### config.mk
export PLATFORM = sky130hd
export DESIGN_NAME = exception_unit_flat
export DESIGN_NICKNAME = d
export VERILOG_FILES = /design/src/rtl/exception_unit_pkg.sv /design/src/rtl/exception_unit_if.sv /design/src/rtl/exception_unit_exc_cause_encoder.sv /design/src/rtl/exception_unit.sv /design/src/flat_wrapper.sv
export SDC_FILE = /design/constraint.sdc
export NUM_CORES = 1
export LEC_CHECK = 0
export ABC_AREA = 1
export CAP_MARGIN = 5
export CORE_AREA = 2 2 168 170
export CTS_CLUSTER_SIZE = 16
export DETAILED_ROUTE_END_ITERATION = 10
export DIE_AREA = 0 0 170 172
export GPL_ROUTABILITY_DRIVEN = 0
export PLACE_DENSITY = 0.58
export SYNTH_ARGS = -nofsm -noshare
export SYNTH_HDL_FRONTEND = slang
export SYNTH_HIERARCHICAL = 1
export SYNTH_SLANG_ARGS = --single-unit
### constraint.sdc
create_clock -name clk_i -period 3.8 [get_ports clk_i]
set_input_delay 0.76 -clock clk_i [delete_from_list [all_inputs] [get_ports clk_i]]
set_output_delay 0.76 -clock clk_i [all_outputs]
set_load 0.05 [all_outputs]
### src/rtl/exception_unit_pkg.sv
// Shared constants, FSM state type and mstatus update helpers for the trap controller.
package exception_unit_pkg;

  localparam logic [3:0] CODE_INST_MISALIGN  = 4'd0;
  localparam logic [3:0] CODE_ILLEGAL        = 4'd2;
  localparam logic [3:0] CODE_BREAKPOINT     = 4'd3;
  localparam logic [3:0] CODE_LOAD_MISALIGN  = 4'd4;
  localparam logic [3:0] CODE_STORE_MISALIGN = 4'd6;
  localparam logic [3:0] CODE_ECALL          = 4'd11;
  localparam logic [3:0] CODE_MSI            = 4'd3;
  localparam logic [3:0] CODE_MTI            = 4'd7;
  localparam logic [3:0] CODE_MEI            = 4'd11;

  localparam int MSTATUS_MIE    = 3;
  localparam int MSTATUS_MPIE   = 7;
  localparam int MSTATUS_MPP_LO = 11;
  localparam int MSTATUS_MPP_HI = 12;

  localparam int MIP_MSI = 3;
  localparam int MIP_MTI = 7;
  localparam int MIP_MEI = 11;

  typedef enum logic [1:0] {
    ST_IDLE     = 2'd0,
    ST_COMMIT   = 2'd1,
    ST_REDIRECT = 2'd2
  } state_e;

  function automatic logic [31:0] trap_mstatus(input logic [31:0] s);
    logic [31:0] r;
    r = s;
    r[MSTATUS_MPIE] = s[MSTATUS_MIE];
    r[MSTATUS_MIE]  = 1'b0;
    r[MSTATUS_MPP_HI:MSTATUS_MPP_LO] = 2'b11;
    return r;
  endfunction

  function automatic logic [31:0] mret_mstatus(input logic [31:0] s);
    logic [31:0] r;
    r = s;
    r[MSTATUS_MIE]  = s[MSTATUS_MPIE];
    r[MSTATUS_MPIE] = 1'b1;
    r[MSTATUS_MPP_HI:MSTATUS_MPP_LO] = 2'b11;
    return r;
  endfunction

endpackage

### src/rtl/exception_unit_if.sv
// Commit-stage / CSR-file bus of the trap controller; names are from the controller's view.
interface exception_unit_if;

  logic        valid_i;
  logic [31:0] pc_i;
  logic [31:0] inst_i;
  logic [31:0] fault_addr_i;
  logic        e_inst_misalign_i;
  logic        e_illegal_i;
  logic        e_illegal_csr_i;
  logic        e_ecall_i;
  logic        e_ebreak_i;
  logic        e_load_misalign_i;
  logic        e_store_misalign_i;
  logic        is_mret_i;
  logic        irq_sw_i;
  logic        irq_timer_i;
  logic        irq_ext_i;
  logic [31:0] mstatus_i;
  logic [31:0] mie_i;
  logic [31:0] mepc_i;
  logic [31:0] mcause_i;
  logic [31:0] mtval_i;

  logic        we_exc_o;
  logic        is_int_o;
  logic [31:0] mcause_o;
  logic [31:0] mepc_o;
  logic [31:0] mtval_o;
  logic [31:0] mstatus_o;
  logic [31:0] mip_o;
  logic        sel_exc_nret_o;
  logic        flush_o;
  logic        redirect_o;
  logic        busy_o;

  modport slave (
    input  valid_i, pc_i, inst_i, fault_addr_i,
    input  e_inst_misalign_i, e_illegal_i, e_illegal_csr_i, e_ecall_i,
    input  e_ebreak_i, e_load_misalign_i, e_store_misalign_i, is_mret_i,
    input  irq_sw_i, irq_timer_i, irq_ext_i,
    input  mstatus_i, mie_i, mepc_i, mcause_i, mtval_i,
    output we_exc_o, is_int_o, mcause_o, mepc_o, mtval_o, mstatus_o, mip_o,
    output sel_exc_nret_o, flush_o, redirect_o, busy_o
  );

  modport master (
    output valid_i, pc_i, inst_i, fault_addr_i,
    output e_inst_misalign_i, e_illegal_i, e_illegal_csr_i, e_ecall_i,
    output e_ebreak_i, e_load_misalign_i, e_store_misalign_i, is_mret_i,
    output irq_sw_i, irq_timer_i, irq_ext_i,
    output mstatus_i, mie_i, mepc_i, mcause_i, mtval_i,
    input  we_exc_o, is_int_o, mcause_o, mepc_o, mtval_o, mstatus_o, mip_o,
    input  sel_exc_nret_o, flush_o, redirect_o, busy_o
  );

endinterface

### src/rtl/exception_unit_exc_cause_encoder.sv
// Priority encoder: synchronous exceptions first, then enabled interrupts (MEI > MSI > MTI).
module exc_cause_encoder
  import exception_unit_pkg::*;
(
  input  logic        i_illegal,
  input  logic        i_illegal_csr,
  input  logic        i_inst_misalign,
  input  logic        i_ecall,
  input  logic        i_ebreak,
  input  logic        i_load_misalign,
  input  logic        i_store_misalign,
  input  logic [31:0] i_irq_pend,
  output logic        o_valid,
  output logic        o_is_int,
  output logic [3:0]  o_code
);

  always_comb begin
    o_valid  = 1'b0;
    o_is_int = 1'b0;
    o_code   = 4'd0;
    if (i_illegal || i_illegal_csr) begin
      o_valid = 1'b1;
      o_code  = CODE_ILLEGAL;
    end else if (i_inst_misalign) begin
      o_valid = 1'b1;
      o_code  = CODE_INST_MISALIGN;
    end else if (i_ecall) begin
      o_valid = 1'b1;
      o_code  = CODE_ECALL;
    end else if (i_ebreak) begin
      o_valid = 1'b1;
      o_code  = CODE_BREAKPOINT;
    end else if (i_load_misalign) begin
      o_valid = 1'b1;
      o_code  = CODE_LOAD_MISALIGN;
    end else if (i_store_misalign) begin
      o_valid = 1'b1;
      o_code  = CODE_STORE_MISALIGN;
    end else if (|i_irq_pend) begin
      o_valid  = 1'b1;
      o_is_int = 1'b1;
      if (i_irq_pend[MIP_MEI]) begin
        o_code = CODE_MEI;
      end else if (i_irq_pend[MIP_MSI]) begin
        o_code = CODE_MSI;
      end else begin
        o_code = CODE_MTI;
      end
    end else begin
      o_valid = 1'b0;
    end
  end

endmodule

### src/rtl/exception_unit.sv
// Machine-mode trap controller: prioritises events, computes next CSR values, flushes and redirects fetch.
// EXC_IRQ_SYNC_EN: when defined, interrupt lines pass a 2-flop synchroniser instead of a single register.
module exception_unit
  import exception_unit_pkg::*;
#(
  parameter int XLEN     = 32,
  parameter bit MTVAL_EN = 1'b1
) (
  input logic             clk_i,
  input logic             rst_i,
  exception_unit_if.slave bus
);

  logic [2:0]      w_irq_raw;
  logic [2:0]      r_irq_sync;
  logic [XLEN-1:0] w_mip;
  logic [XLEN-1:0] w_irq_pend;
  logic            w_enc_valid;
  logic            w_enc_is_int;
  logic [3:0]      w_enc_code;
  logic            w_take_trap;
  logic            w_take_mret;
  logic [XLEN-1:0] w_mepc_nxt;
  logic [XLEN-1:0] w_mcause_nxt;
  logic [XLEN-1:0] w_mtval_nxt;
  logic [XLEN-1:0] w_mstatus_nxt;
  logic [XLEN-1:0] w_mtval_exc;

  state_e          r_state;
  logic            r_we_exc;
  logic            r_is_int;
  logic [XLEN-1:0] r_mcause;
  logic [XLEN-1:0] r_mepc;
  logic [XLEN-1:0] r_mtval;
  logic [XLEN-1:0] r_mstatus;
  logic            r_sel_exc_nret;
  logic            r_flush;
  logic            r_redirect;
  logic            r_busy;

  assign w_irq_raw = {bus.irq_ext_i, bus.irq_timer_i, bus.irq_sw_i};

`ifdef EXC_IRQ_SYNC_EN
  logic [2:0] r_irq_meta;

  always_ff @(posedge clk_i) begin
    if (rst_i) begin
      r_irq_meta <= 3'b000;
      r_irq_sync <= 3'b000;
    end else begin
      r_irq_meta <= w_irq_raw;
      r_irq_sync <= r_irq_meta;
    end
  end
`else
  always_ff @(posedge clk_i) begin
    if (rst_i) begin
      r_irq_sync <= 3'b000;
    end else begin
      r_irq_sync <= w_irq_raw;
    end
  end
`endif

  assign w_mip = {20'b0, r_irq_sync[2], 3'b000, r_irq_sync[1], 3'b000, r_irq_sync[0], 3'b000};
  assign w_irq_pend = w_mip & bus.mie_i & {XLEN{bus.mstatus_i[MSTATUS_MIE]}};

  exc_cause_encoder u_enc (
    .i_illegal        (bus.e_illegal_i),
    .i_illegal_csr    (bus.e_illegal_csr_i),
    .i_inst_misalign  (bus.e_inst_misalign_i),
    .i_ecall          (bus.e_ecall_i),
    .i_ebreak         (bus.e_ebreak_i),
    .i_load_misalign  (bus.e_load_misalign_i),
    .i_store_misalign (bus.e_store_misalign_i),
    .i_irq_pend       (w_irq_pend),
    .o_valid          (w_enc_valid),
    .o_is_int         (w_enc_is_int),
    .o_code           (w_enc_code)
  );

  // An exception beats MRET, and MRET beats a pending interrupt so it stays pending.
  always_comb begin
    w_take_trap = 1'b0;
    w_take_mret = 1'b0;
    if (bus.valid_i) begin
      if (w_enc_valid && !w_enc_is_int) begin
        w_take_trap = 1'b1;
      end else if (bus.is_mret_i) begin
        w_take_mret = 1'b1;
      end else if (w_enc_valid) begin
        w_take_trap = 1'b1;
      end else begin
        w_take_trap = 1'b0;
      end
    end else begin
      w_take_trap = 1'b0;
    end
  end

  always_comb begin
    w_mtval_exc = '0;
    case (w_enc_code)
      CODE_ILLEGAL:        w_mtval_exc = bus.inst_i;
      CODE_INST_MISALIGN,
      CODE_LOAD_MISALIGN,
      CODE_STORE_MISALIGN: w_mtval_exc = bus.fault_addr_i;
      CODE_BREAKPOINT:     w_mtval_exc = bus.pc_i;
      default:             w_mtval_exc = '0;
    endcase
  end

  always_comb begin
    w_mepc_nxt    = '0;
    w_mcause_nxt  = '0;
    w_mtval_nxt   = '0;
    w_mstatus_nxt = '0;
    if (w_take_mret) begin
      w_mepc_nxt    = bus.mepc_i;
      w_mcause_nxt  = bus.mcause_i;
      w_mtval_nxt   = bus.mtval_i;
      w_mstatus_nxt = mret_mstatus(bus.mstatus_i);
    end else begin
      w_mepc_nxt    = {bus.pc_i[XLEN-1:2], 2'b00};
      w_mcause_nxt  = {w_enc_is_int, 27'b0, w_enc_code};
      if (MTVAL_EN && !w_enc_is_int) begin
        w_mtval_nxt = w_mtval_exc;
      end else begin
        w_mtval_nxt = '0;
      end
      w_mstatus_nxt = trap_mstatus(bus.mstatus_i);
    end
  end

  always_ff @(posedge clk_i) begin
    if (rst_i) begin
      r_state        <= ST_IDLE;
      r_we_exc       <= 1'b0;
      r_is_int       <= 1'b0;
      r_mcause       <= '0;
      r_mepc         <= '0;
      r_mtval        <= '0;
      r_mstatus      <= '0;
      r_sel_exc_nret <= 1'b0;
      r_flush        <= 1'b0;
      r_redirect     <= 1'b0;
      r_busy         <= 1'b0;
    end else begin
      r_we_exc   <= 1'b0;
      r_is_int   <= 1'b0;
      r_redirect <= 1'b0;
      case (r_state)
        ST_IDLE: begin
          if (w_take_trap || w_take_mret) begin
            r_state        <= ST_COMMIT;
            r_we_exc       <= 1'b1;
            r_is_int       <= w_take_trap && w_enc_is_int;
            r_mcause       <= w_mcause_nxt;
            r_mepc         <= w_mepc_nxt;
            r_mtval        <= w_mtval_nxt;
            r_mstatus      <= w_mstatus_nxt;
            r_sel_exc_nret <= w_take_mret;
            r_flush        <= 1'b1;
            r_busy         <= 1'b1;
          end else begin
            r_state <= ST_IDLE;
            r_flush <= 1'b0;
            r_busy  <= 1'b0;
          end
        end
        ST_COMMIT: begin
          r_state    <= ST_REDIRECT;
          r_redirect <= 1'b1;
          r_flush    <= 1'b1;
          r_busy     <= 1'b1;
        end
        ST_REDIRECT: begin
          r_state <= ST_IDLE;
          r_flush <= 1'b0;
          r_busy  <= 1'b0;
        end
        default: begin
          r_state <= ST_IDLE;
          r_flush <= 1'b0;
          r_busy  <= 1'b0;
        end
      endcase
    end
  end

  assign bus.we_exc_o       = r_we_exc;
  assign bus.is_int_o       = r_is_int;
  assign bus.mcause_o       = r_mcause;
  assign bus.mepc_o         = r_mepc;
  assign bus.mtval_o        = r_mtval;
  assign bus.mstatus_o      = r_mstatus;
  assign bus.mip_o          = w_mip;
  assign bus.sel_exc_nret_o = r_sel_exc_nret;
  assign bus.flush_o        = r_flush;
  assign bus.redirect_o     = r_redirect;
  assign bus.busy_o         = r_busy;

endmodule

### src/flat_wrapper.sv
// flat-port wrapper written by rule: the top's interface ports become plain ports
module exception_unit_flat import exception_unit_pkg::*;
#(
  parameter int XLEN     = 32,
  parameter bit MTVAL_EN = 1'b1
)
  (clk_i, rst_i, bus_valid_i, bus_pc_i, bus_inst_i, bus_fault_addr_i, bus_e_inst_misalign_i, bus_e_illegal_i, bus_e_illegal_csr_i, bus_e_ecall_i, bus_e_ebreak_i, bus_e_load_misalign_i, bus_e_store_misalign_i, bus_is_mret_i, bus_irq_sw_i, bus_irq_timer_i, bus_irq_ext_i, bus_mstatus_i, bus_mie_i, bus_mepc_i, bus_mcause_i, bus_mtval_i, bus_we_exc_o, bus_is_int_o, bus_mcause_o, bus_mepc_o, bus_mtval_o, bus_mstatus_o, bus_mip_o, bus_sel_exc_nret_o, bus_flush_o, bus_redirect_o, bus_busy_o);
  exception_unit_if bus_i ();
  input logic clk_i;
  input logic rst_i;
  input wire logic [$bits(bus_i.valid_i)-1:0] bus_valid_i;
  input wire logic [$bits(bus_i.pc_i)-1:0] bus_pc_i;
  input wire logic [$bits(bus_i.inst_i)-1:0] bus_inst_i;
  input wire logic [$bits(bus_i.fault_addr_i)-1:0] bus_fault_addr_i;
  input wire logic [$bits(bus_i.e_inst_misalign_i)-1:0] bus_e_inst_misalign_i;
  input wire logic [$bits(bus_i.e_illegal_i)-1:0] bus_e_illegal_i;
  input wire logic [$bits(bus_i.e_illegal_csr_i)-1:0] bus_e_illegal_csr_i;
  input wire logic [$bits(bus_i.e_ecall_i)-1:0] bus_e_ecall_i;
  input wire logic [$bits(bus_i.e_ebreak_i)-1:0] bus_e_ebreak_i;
  input wire logic [$bits(bus_i.e_load_misalign_i)-1:0] bus_e_load_misalign_i;
  input wire logic [$bits(bus_i.e_store_misalign_i)-1:0] bus_e_store_misalign_i;
  input wire logic [$bits(bus_i.is_mret_i)-1:0] bus_is_mret_i;
  input wire logic [$bits(bus_i.irq_sw_i)-1:0] bus_irq_sw_i;
  input wire logic [$bits(bus_i.irq_timer_i)-1:0] bus_irq_timer_i;
  input wire logic [$bits(bus_i.irq_ext_i)-1:0] bus_irq_ext_i;
  input wire logic [$bits(bus_i.mstatus_i)-1:0] bus_mstatus_i;
  input wire logic [$bits(bus_i.mie_i)-1:0] bus_mie_i;
  input wire logic [$bits(bus_i.mepc_i)-1:0] bus_mepc_i;
  input wire logic [$bits(bus_i.mcause_i)-1:0] bus_mcause_i;
  input wire logic [$bits(bus_i.mtval_i)-1:0] bus_mtval_i;
  output wire logic [$bits(bus_i.we_exc_o)-1:0] bus_we_exc_o;
  output wire logic [$bits(bus_i.is_int_o)-1:0] bus_is_int_o;
  output wire logic [$bits(bus_i.mcause_o)-1:0] bus_mcause_o;
  output wire logic [$bits(bus_i.mepc_o)-1:0] bus_mepc_o;
  output wire logic [$bits(bus_i.mtval_o)-1:0] bus_mtval_o;
  output wire logic [$bits(bus_i.mstatus_o)-1:0] bus_mstatus_o;
  output wire logic [$bits(bus_i.mip_o)-1:0] bus_mip_o;
  output wire logic [$bits(bus_i.sel_exc_nret_o)-1:0] bus_sel_exc_nret_o;
  output wire logic [$bits(bus_i.flush_o)-1:0] bus_flush_o;
  output wire logic [$bits(bus_i.redirect_o)-1:0] bus_redirect_o;
  output wire logic [$bits(bus_i.busy_o)-1:0] bus_busy_o;
  assign bus_i.valid_i = bus_valid_i;
  assign bus_i.pc_i = bus_pc_i;
  assign bus_i.inst_i = bus_inst_i;
  assign bus_i.fault_addr_i = bus_fault_addr_i;
  assign bus_i.e_inst_misalign_i = bus_e_inst_misalign_i;
  assign bus_i.e_illegal_i = bus_e_illegal_i;
  assign bus_i.e_illegal_csr_i = bus_e_illegal_csr_i;
  assign bus_i.e_ecall_i = bus_e_ecall_i;
  assign bus_i.e_ebreak_i = bus_e_ebreak_i;
  assign bus_i.e_load_misalign_i = bus_e_load_misalign_i;
  assign bus_i.e_store_misalign_i = bus_e_store_misalign_i;
  assign bus_i.is_mret_i = bus_is_mret_i;
  assign bus_i.irq_sw_i = bus_irq_sw_i;
  assign bus_i.irq_timer_i = bus_irq_timer_i;
  assign bus_i.irq_ext_i = bus_irq_ext_i;
  assign bus_i.mstatus_i = bus_mstatus_i;
  assign bus_i.mie_i = bus_mie_i;
  assign bus_i.mepc_i = bus_mepc_i;
  assign bus_i.mcause_i = bus_mcause_i;
  assign bus_i.mtval_i = bus_mtval_i;
  assign bus_we_exc_o = bus_i.we_exc_o;
  assign bus_is_int_o = bus_i.is_int_o;
  assign bus_mcause_o = bus_i.mcause_o;
  assign bus_mepc_o = bus_i.mepc_o;
  assign bus_mtval_o = bus_i.mtval_o;
  assign bus_mstatus_o = bus_i.mstatus_o;
  assign bus_mip_o = bus_i.mip_o;
  assign bus_sel_exc_nret_o = bus_i.sel_exc_nret_o;
  assign bus_flush_o = bus_i.flush_o;
  assign bus_redirect_o = bus_i.redirect_o;
  assign bus_busy_o = bus_i.busy_o;
  exception_unit #(.XLEN(XLEN), .MTVAL_EN(MTVAL_EN)) u_core (.clk_i(clk_i), .rst_i(rst_i), .bus(bus_i));
endmodule
==> results of run 1 <==
## power groups by stage
stage / Clock [mW] / Combinational [mW] / Sequential [mW]
2_1_floorplan: 0 / 0.416 / 1.99
4_1_cts: 1.78 / 1.36 / 1.59
3_3_place_gp: 0 / 1.35 / 1.61
5_1_grt: 1.85 / 1.44 / 1.60
3_5_place_dp: 0 / 1.35 / 1.62
6_report: 1.72 / 1.35 / 1.59
## worst max-delay path by stage
stage                                 from                       to  slack [ns]
after floorplan           bus_mstatus_i[3]   u_core/bus.mtval_o[16]        1.48
after global routing      bus_mstatus_i[3]  u_core/bus.mcause_o[13]        0.69
after detailed placement  bus_mstatus_i[3]    u_core/bus.mepc_o[23]        0.51
final                     bus_mstatus_i[3]    u_core/bus.mtval_o[5]        0.93
after global placement    bus_mstatus_i[3]    u_core/bus.mepc_o[14]        0.55
after CTS                 bus_mstatus_i[3]    u_core/bus.mtval_o[5]        0.95
## worst register-to-register path: stages (launching register included)
cell and delay, ns:
dfxtp_1 0.33, nand2_1 0.07, nor2_1 0.21, nor2_1 0.07, nand2_1 0.07, nor2_1 0.04
nand2_2 0.08, nor2_2 0.05, nand4_1 0.09, nand2_1 0.09, nand2_1 0.14, nand3_2 0.37
buf_12 0.32, nor2_1 0.12, o21ai_0 0.09, a21oi_1 0.14
## registers in the layout, summed over array words and instances, names as in the netlist
name	cells
u_core/bus.busy_o	1
u_core/bus.is_int_o	1
u_core/bus.mcause_o	32
u_core/bus.mepc_o	32
u_core/bus.mstatus_o	31
u_core/bus.mtval_o	32
u_core/bus.sel_exc_nret_o	1
u_core/bus.we_exc_o	1
u_core/r_irq_sync	3
u_core/r_state	2
## cell families after synthesis
group,count (synthesis)
simple gates,484
other cells,1
compound gates,203
flops,136
buf+inv,126
## layout make-up
class                      count  area [µm²]
antenna                        1        2.50
clock buffer                  19         443
clock inverter                13         156
fill                        2844       16300
inverter                      23        87.6
multi-input combinational    745        3370
sequential                   136        2720
tap                          346         433
timing repair buffer         395        4010
## routing by layer
metal	vias to the layer above	wire [µm]	global-route usage (%)
met5	-	0	0
met4	0	575	5.43
met1	3483	12600	24.0
met3	29	2110	5.45
li1	3814	-	-
met2	281	13400	31.0
## through the flow
stage	setup slack, ns	cells	utilization, %	hold WS [ns]	area (µm²)
finish	0.927	1678	40.9	0.464	11200
global route	0.689	1677	40.8	0.483	11200
floorplan	1.48	1007	-	0.441	6800
detailed placement	0.508	1645	38.7	0.456	10600
CTS	0.950	1677	40.8	0.464	11200
global placement	0.554	1645	38.7	0.451	10600
## synth_stat cells
library cell	n	area, µm²
nand2_1	186	698
nor2_1	182	683
dfxtp_1	136	2720
nand3_1	101	505
o21ai_0	68	340
buf_2	39	195
a21oi_1	38	190
buf_4	37	278
a31oi_1	34	213
o21ai_1	32	160
a22oi_1	30	225
inv_1	18	67.6
clkbuf_1	16	60.1
buf_6	9	101
nor2_2	6	37.5
inv_2	5	18.8
nand2_2	4	25.0
nand3b_1	2	15.0
a41oi_1	1	8.76
buf_1	1	3.75
clkbuf_2	1	5.00
conb_1	1	3.75
nand4_1	1	6.26
nor2_4	1	11.3
nor4_1	1	6.26
==> results.md, run 1 <==
* Outcome: complete, no violations
* Leading cell type in the layout, fill and taps excluded: clkdlybuf4s50_1
* Postcts setup bufs at 0
* CP delay by family, top: simple AND/OR/NAND/NOR gates
* Slew @ Worst Pin at 0.833 ns
* # IOs at 436
* Initial Util at 24.0%
* First-pass GRT wire length at 41900 µm
* Max-cap viol count at 0
* Endpoints failing hold at 0
* Reg2Reg Launch Point: u_core/r_irq_sync[2]
* CTS tree: yes
* Worst Hold Class: register to register
* Flop pwr share at 34.0%
* Compound-gate portion of the synthesized area at 17.3%
* Clk pin slew, worst setup/hold paths at 0.06 ns
* Reg-to-reg slack, setup at 1.44 ns
* Sequential area share after synthesis at 41.4%
* Hold_sp: u_core/bus.mtval_o[1]
* First-pass iteration count of the detailed router at 8
* CTS Root Cell: clkbuf_16
* Maximum VDD drop at 299 µV
* Worst path depth at 16
* Delay of the slowest critical-path stage at 0.48 ns
* Critical path class: input pin to register
* Required @ worst endpoint at 4.13 ns
* Post_cts resized at 0
* Slew Limit Fails at 0
* Worst r2r path cells at 15
* Worst Path Max Fanout at 19
* Antenna Nets Post-Route at 0
* Row cnt at 61
* Die Y at 172 µm
* Setup tns final at 0 ns
* Total power at 4.66 mW
* Layout Skew at 0.0116 ns
* NetSw at 1.60 mW
* Combinational Power Share at 29.0%
* Number of global-route vias before repair at 7127
* Largest net degree at the start of global routing at 66
* Fin crit period at 2.87 ns
* Clock power frac at 37.0%
* Critical path's slowest cell: clkdlybuf4s50_1
* Hold_buf cts at 0
* Simple-gate share of the synthesized area at 30.2%
* XOR/XNOR Fraction of Synth Area at 0%
* Synthesized cell area at 6580 µm²
* Sw Share at 34.4%
* Fraction of the mapped netlist area in adder cells at 0%
* Port Buffer Count at 375
* Violation count after the first detailed-route iteration at 428
* Layout cells sized above 1 at 5.26%
* Largest family of logic cells by synthesized area: simple AND/OR/NAND/NOR gates
* Mux contribution to synthesized area at 0%
* Cell Pwr Density at 415 nW/µm²
* Warnings, synthesis at 6
* WL per Instance at 17.1 µm
* Core ar. at 27500 µm²
* Most used cell, CP: nor2_1
* Clk buf depth at 2
* Syn-to-layout area delta at 70.6%
* Final wirelength at 28700 µm
* CP cell instances: clkdlybuf4s50_1 -> inv_1 -> nor2_1 -> nor2_1 -> nand2_1 -> nor2_1 -> nand2_2 -> nor2_2 -> nand4_1 -> nand2_1 -> nand2_1 -> nand3_2 -> buf_12 -> nor2_1 -> o21ai_0 -> a21oi_1
* Hold path cells at 2
* Slew margin rel. at 44.5%
* CP startpoint kind: input pin
* Commonest non-fill, non-tap cells in the layout: clkdlybuf4s50_1, nand2_1, nor2_1
* Syn_area_per_cell at 6.93 µm²
* Cells after Synth at 950
* CP arrival at 3.20 ns
* Initial antenna violation count at 1
* Period utilisation layout at 75.6%
* Die area at 29200 µm²
* Via density at 4.53
* Crit. End Element: register
* Final Setup Violations at 0
* #FFs+latches synth at 136
* Leakage at 4.68 nW
* WP buf/inv at 3
* DP Wirelength at 20300 µm
* Die Wd at 170 µm
* Vias at 7607
* RSZ-0062 raised after global routing: false
* Clock Latency Late Sink at 0.42 ns
* Net count, final at 1588
* Cell variety after synth at 25
* Worst hold endpoint: u_core/bus.mtval_o[1]
* H-tree depth at 4
* Int Power at 3.06 mW
* DRC at 0
* TritonCTS Buffers at 17
* Maximum clock rate at 348 MHz
* Clock net sink count at 136
* Total GRT Usage at 18.8%
* Reg2reg end: u_core/bus.mtval_o[5]
* GRT overflow at 0
No activity file was read; power rests on OpenSTA's default activity.
==> run 2, diff against run 1 <==
- CORE_AREA: 2 2 168 170 -> 2 2 170 172
- DIE_AREA: 0 0 170 172 -> 0 0 172 174
- PLACE_DENSITY: 0.58 -> 0.57
- clock period: 3.8 -> 2.7 ns (I/O delays scaled with it)
==> results.md, run 2 (synthesis gave the netlist of run 1 again) <==
* Outcome: complete, no violations
* Maximum clock rate at 404 MHz
* Worst Hold Class: register to register
* Reg2Reg Launch Point: u_core/r_irq_sync[2]
* DP Wirelength at 21400 µm
* Final wirelength at 28800 µm
* Placed insts at 1715
* Worst hold endpoint: u_core/bus.mtval_o[14]
* Antenna Nets Post-Route at 0
* Hold path cells at 2
* Delay of the slowest critical-path stage at 0.47 ns
* Finished Core Util at 41.0%
* First-pass GRT wire length at 42000 µm
* Clock net sink count at 136
* Total GRT Usage at 18.6%
* Worst r2r path cells at 15
* Period utilisation layout at 91.7%
* Fin cells at 1748
* RSZ-0062 raised after global routing: false
* CP arrival at 2.75 ns
* CP startpoint kind: input pin
* Most used cell, CP: nor2_1
* CTS Root Cell: clkbuf_16
* GRT overflow at 0
* Crit. End Element: register
* Maximum VDD drop at 296 µV
* Max-cap viol count at 0
* Number of global-route vias before repair at 7342
* Final Setup Violations at 0
* Clk buf depth at 2
* Die Y at 174 µm
* Endpoints failing hold at 0
* Leakage at 4.85 nW
* Port Buffer Count at 375
* Die Wd at 172 µm
* Largest net degree at the start of global routing at 66
* Layout Skew at 0.00891 ns
* # IOs at 436
* Antenna Cells at 0
* Commonest non-fill, non-tap cells in the layout: clkdlybuf4s50_1, nand2_1, nor2_1
* Leading cell type in the layout, fill and taps excluded: clkdlybuf4s50_1
* Row cnt at 62
* DRC at 0
* Violation count after the first detailed-route iteration at 548
* Required @ worst endpoint at 2.97 ns
* Critical path's slowest cell: clkdlybuf4s50_1
* Slew @ Worst Pin at 0.832 ns
* Layout cells sized above 1 at 7.70%
* CTS tree: yes
* Initial Util at 23.3%
* Reg-to-reg slack, setup at 0.48 ns
* Net count, final at 1621
* Slew margin rel. at 44.5%
* Vias at 7714
* Slew Limit Fails at 0
* Cell Pwr Density at 569 nW/µm²
* Clk pin slew, worst setup/hold paths at 0.07 ns
* Worst Hold Margin at 0.465 ns
* First-pass iteration count of the detailed router at 6
* H-tree depth at 4
* Worst Path Max Fanout at 48
* WL per Instance at 16.5 µm
* TritonCTS Buffers at 17
* Core ar. at 28200 µm²
* Clock Latency Late Sink at 0.42 ns
* CP cell instances: clkdlybuf4s50_1 -> inv_1 -> nor2_1 -> nor2_1 -> nand2_1 -> nor2_1 -> nand2_2 -> o21ai_1 -> a21oi_1 -> buf_4 -> nor2_4 -> buf_12 -> nand3_1 -> nand2_1 -> o21ai_1 -> a21oi_1
* Filler instances at 2977
* Syn-to-layout area delta at 75.8%
* Die area at 29900 µm²
* Reg2reg end: u_core/bus.mtval_o[21]
* Fin crit period at 2.48 ns
* Via density at 4.41
* Initial antenna violation count at 1
* Critical path class: input pin to register
* Hold_sp: u_core/bus.mtval_o[14]
## run 2: worst max-delay path, delay by kind of cell
kind | cells | cell delay, ns
buffers and inverters | 4 | 0.88
AOI/OAI and AO/OA | 4 | 0.63
and+or+nand+nor | 8 | 0.64
## run 2: where the power goes
group / leakage, nW / switching [mW] / total [mW] / internal (mW)
logic: 3.44 / 1.17 / 1.93 / 0.760
clock network: 0.287 / 1.07 / 2.41 / 1.34
registers: 1.12 / 0.0742 / 2.23 / 2.16
total: 4.85 / 2.32 / 6.58 / 4.26
## run 2: repair_timing
action                                  in CTS  in global routing
gates resized for setup                      0                  4
endpoints found under the setup margin       0                  7
buffers inserted                             0                  1
hold buffers                                 0                  0
hold endpoints to repair                     0                  0
## run 2: how the worst max path moves through the flow
| stage | slack (ns) | to | cells after the start | startpoint |
|---|---|---|---|---|
| after detailed placement | -0.17 | u_core/bus.mtval_o[21] | 16 | bus_mstatus_i[3] |
| final | 0.22 | u_core/bus.mtval_o[21] | 16 | bus_mstatus_i[3] |
| after CTS | 0.28 | u_core/bus.mtval_o[21] | 16 | bus_mstatus_i[3] |
| after floorplan | 0.53 | u_core/bus.mtval_o[31] | 15 | u_core/r_irq_sync[2] |
| after global placement | -0.12 | u_core/bus.mtval_o[21] | 16 | bus_mstatus_i[3] |
| after global routing | 0.004 | u_core/bus.mtval_o[30] | 16 | bus_mstatus_i[3] |
## run 2: area by class of cell
type	count	area (µm²)	area share (%)
sequential	136	2720	23.5
inverter	23	87.6	0.757
clock buffer	18	439	3.80
timing repair buffer	428	4310	37.3
multi-input combinational	745	3370	29.1
clock inverter	14	156	1.35
tap	384	480	4.15
## run 2: layer usage
metal | wire, µm | global-route usage [%]
met2 | 13500 | 31.2
met5 | 12 | 0
met4 | 644 | 6.41
met1 | 12300 | 23.1
met3 | 2280 | 4.51
## run 2: stage by stage
step                      power (mW)  setup TNS, ns  instance area, µm²  setup WS [ns]
after floorplan                 3.38              0                6800          0.531
after global placement          4.21          -5.22               11000         -0.117
after detailed placement        4.22          -7.69               11000         -0.170
after CTS                       6.68              0               11600          0.283
after global routing            6.87              0               11600        0.00415
final                           6.58              0               11600          0.224
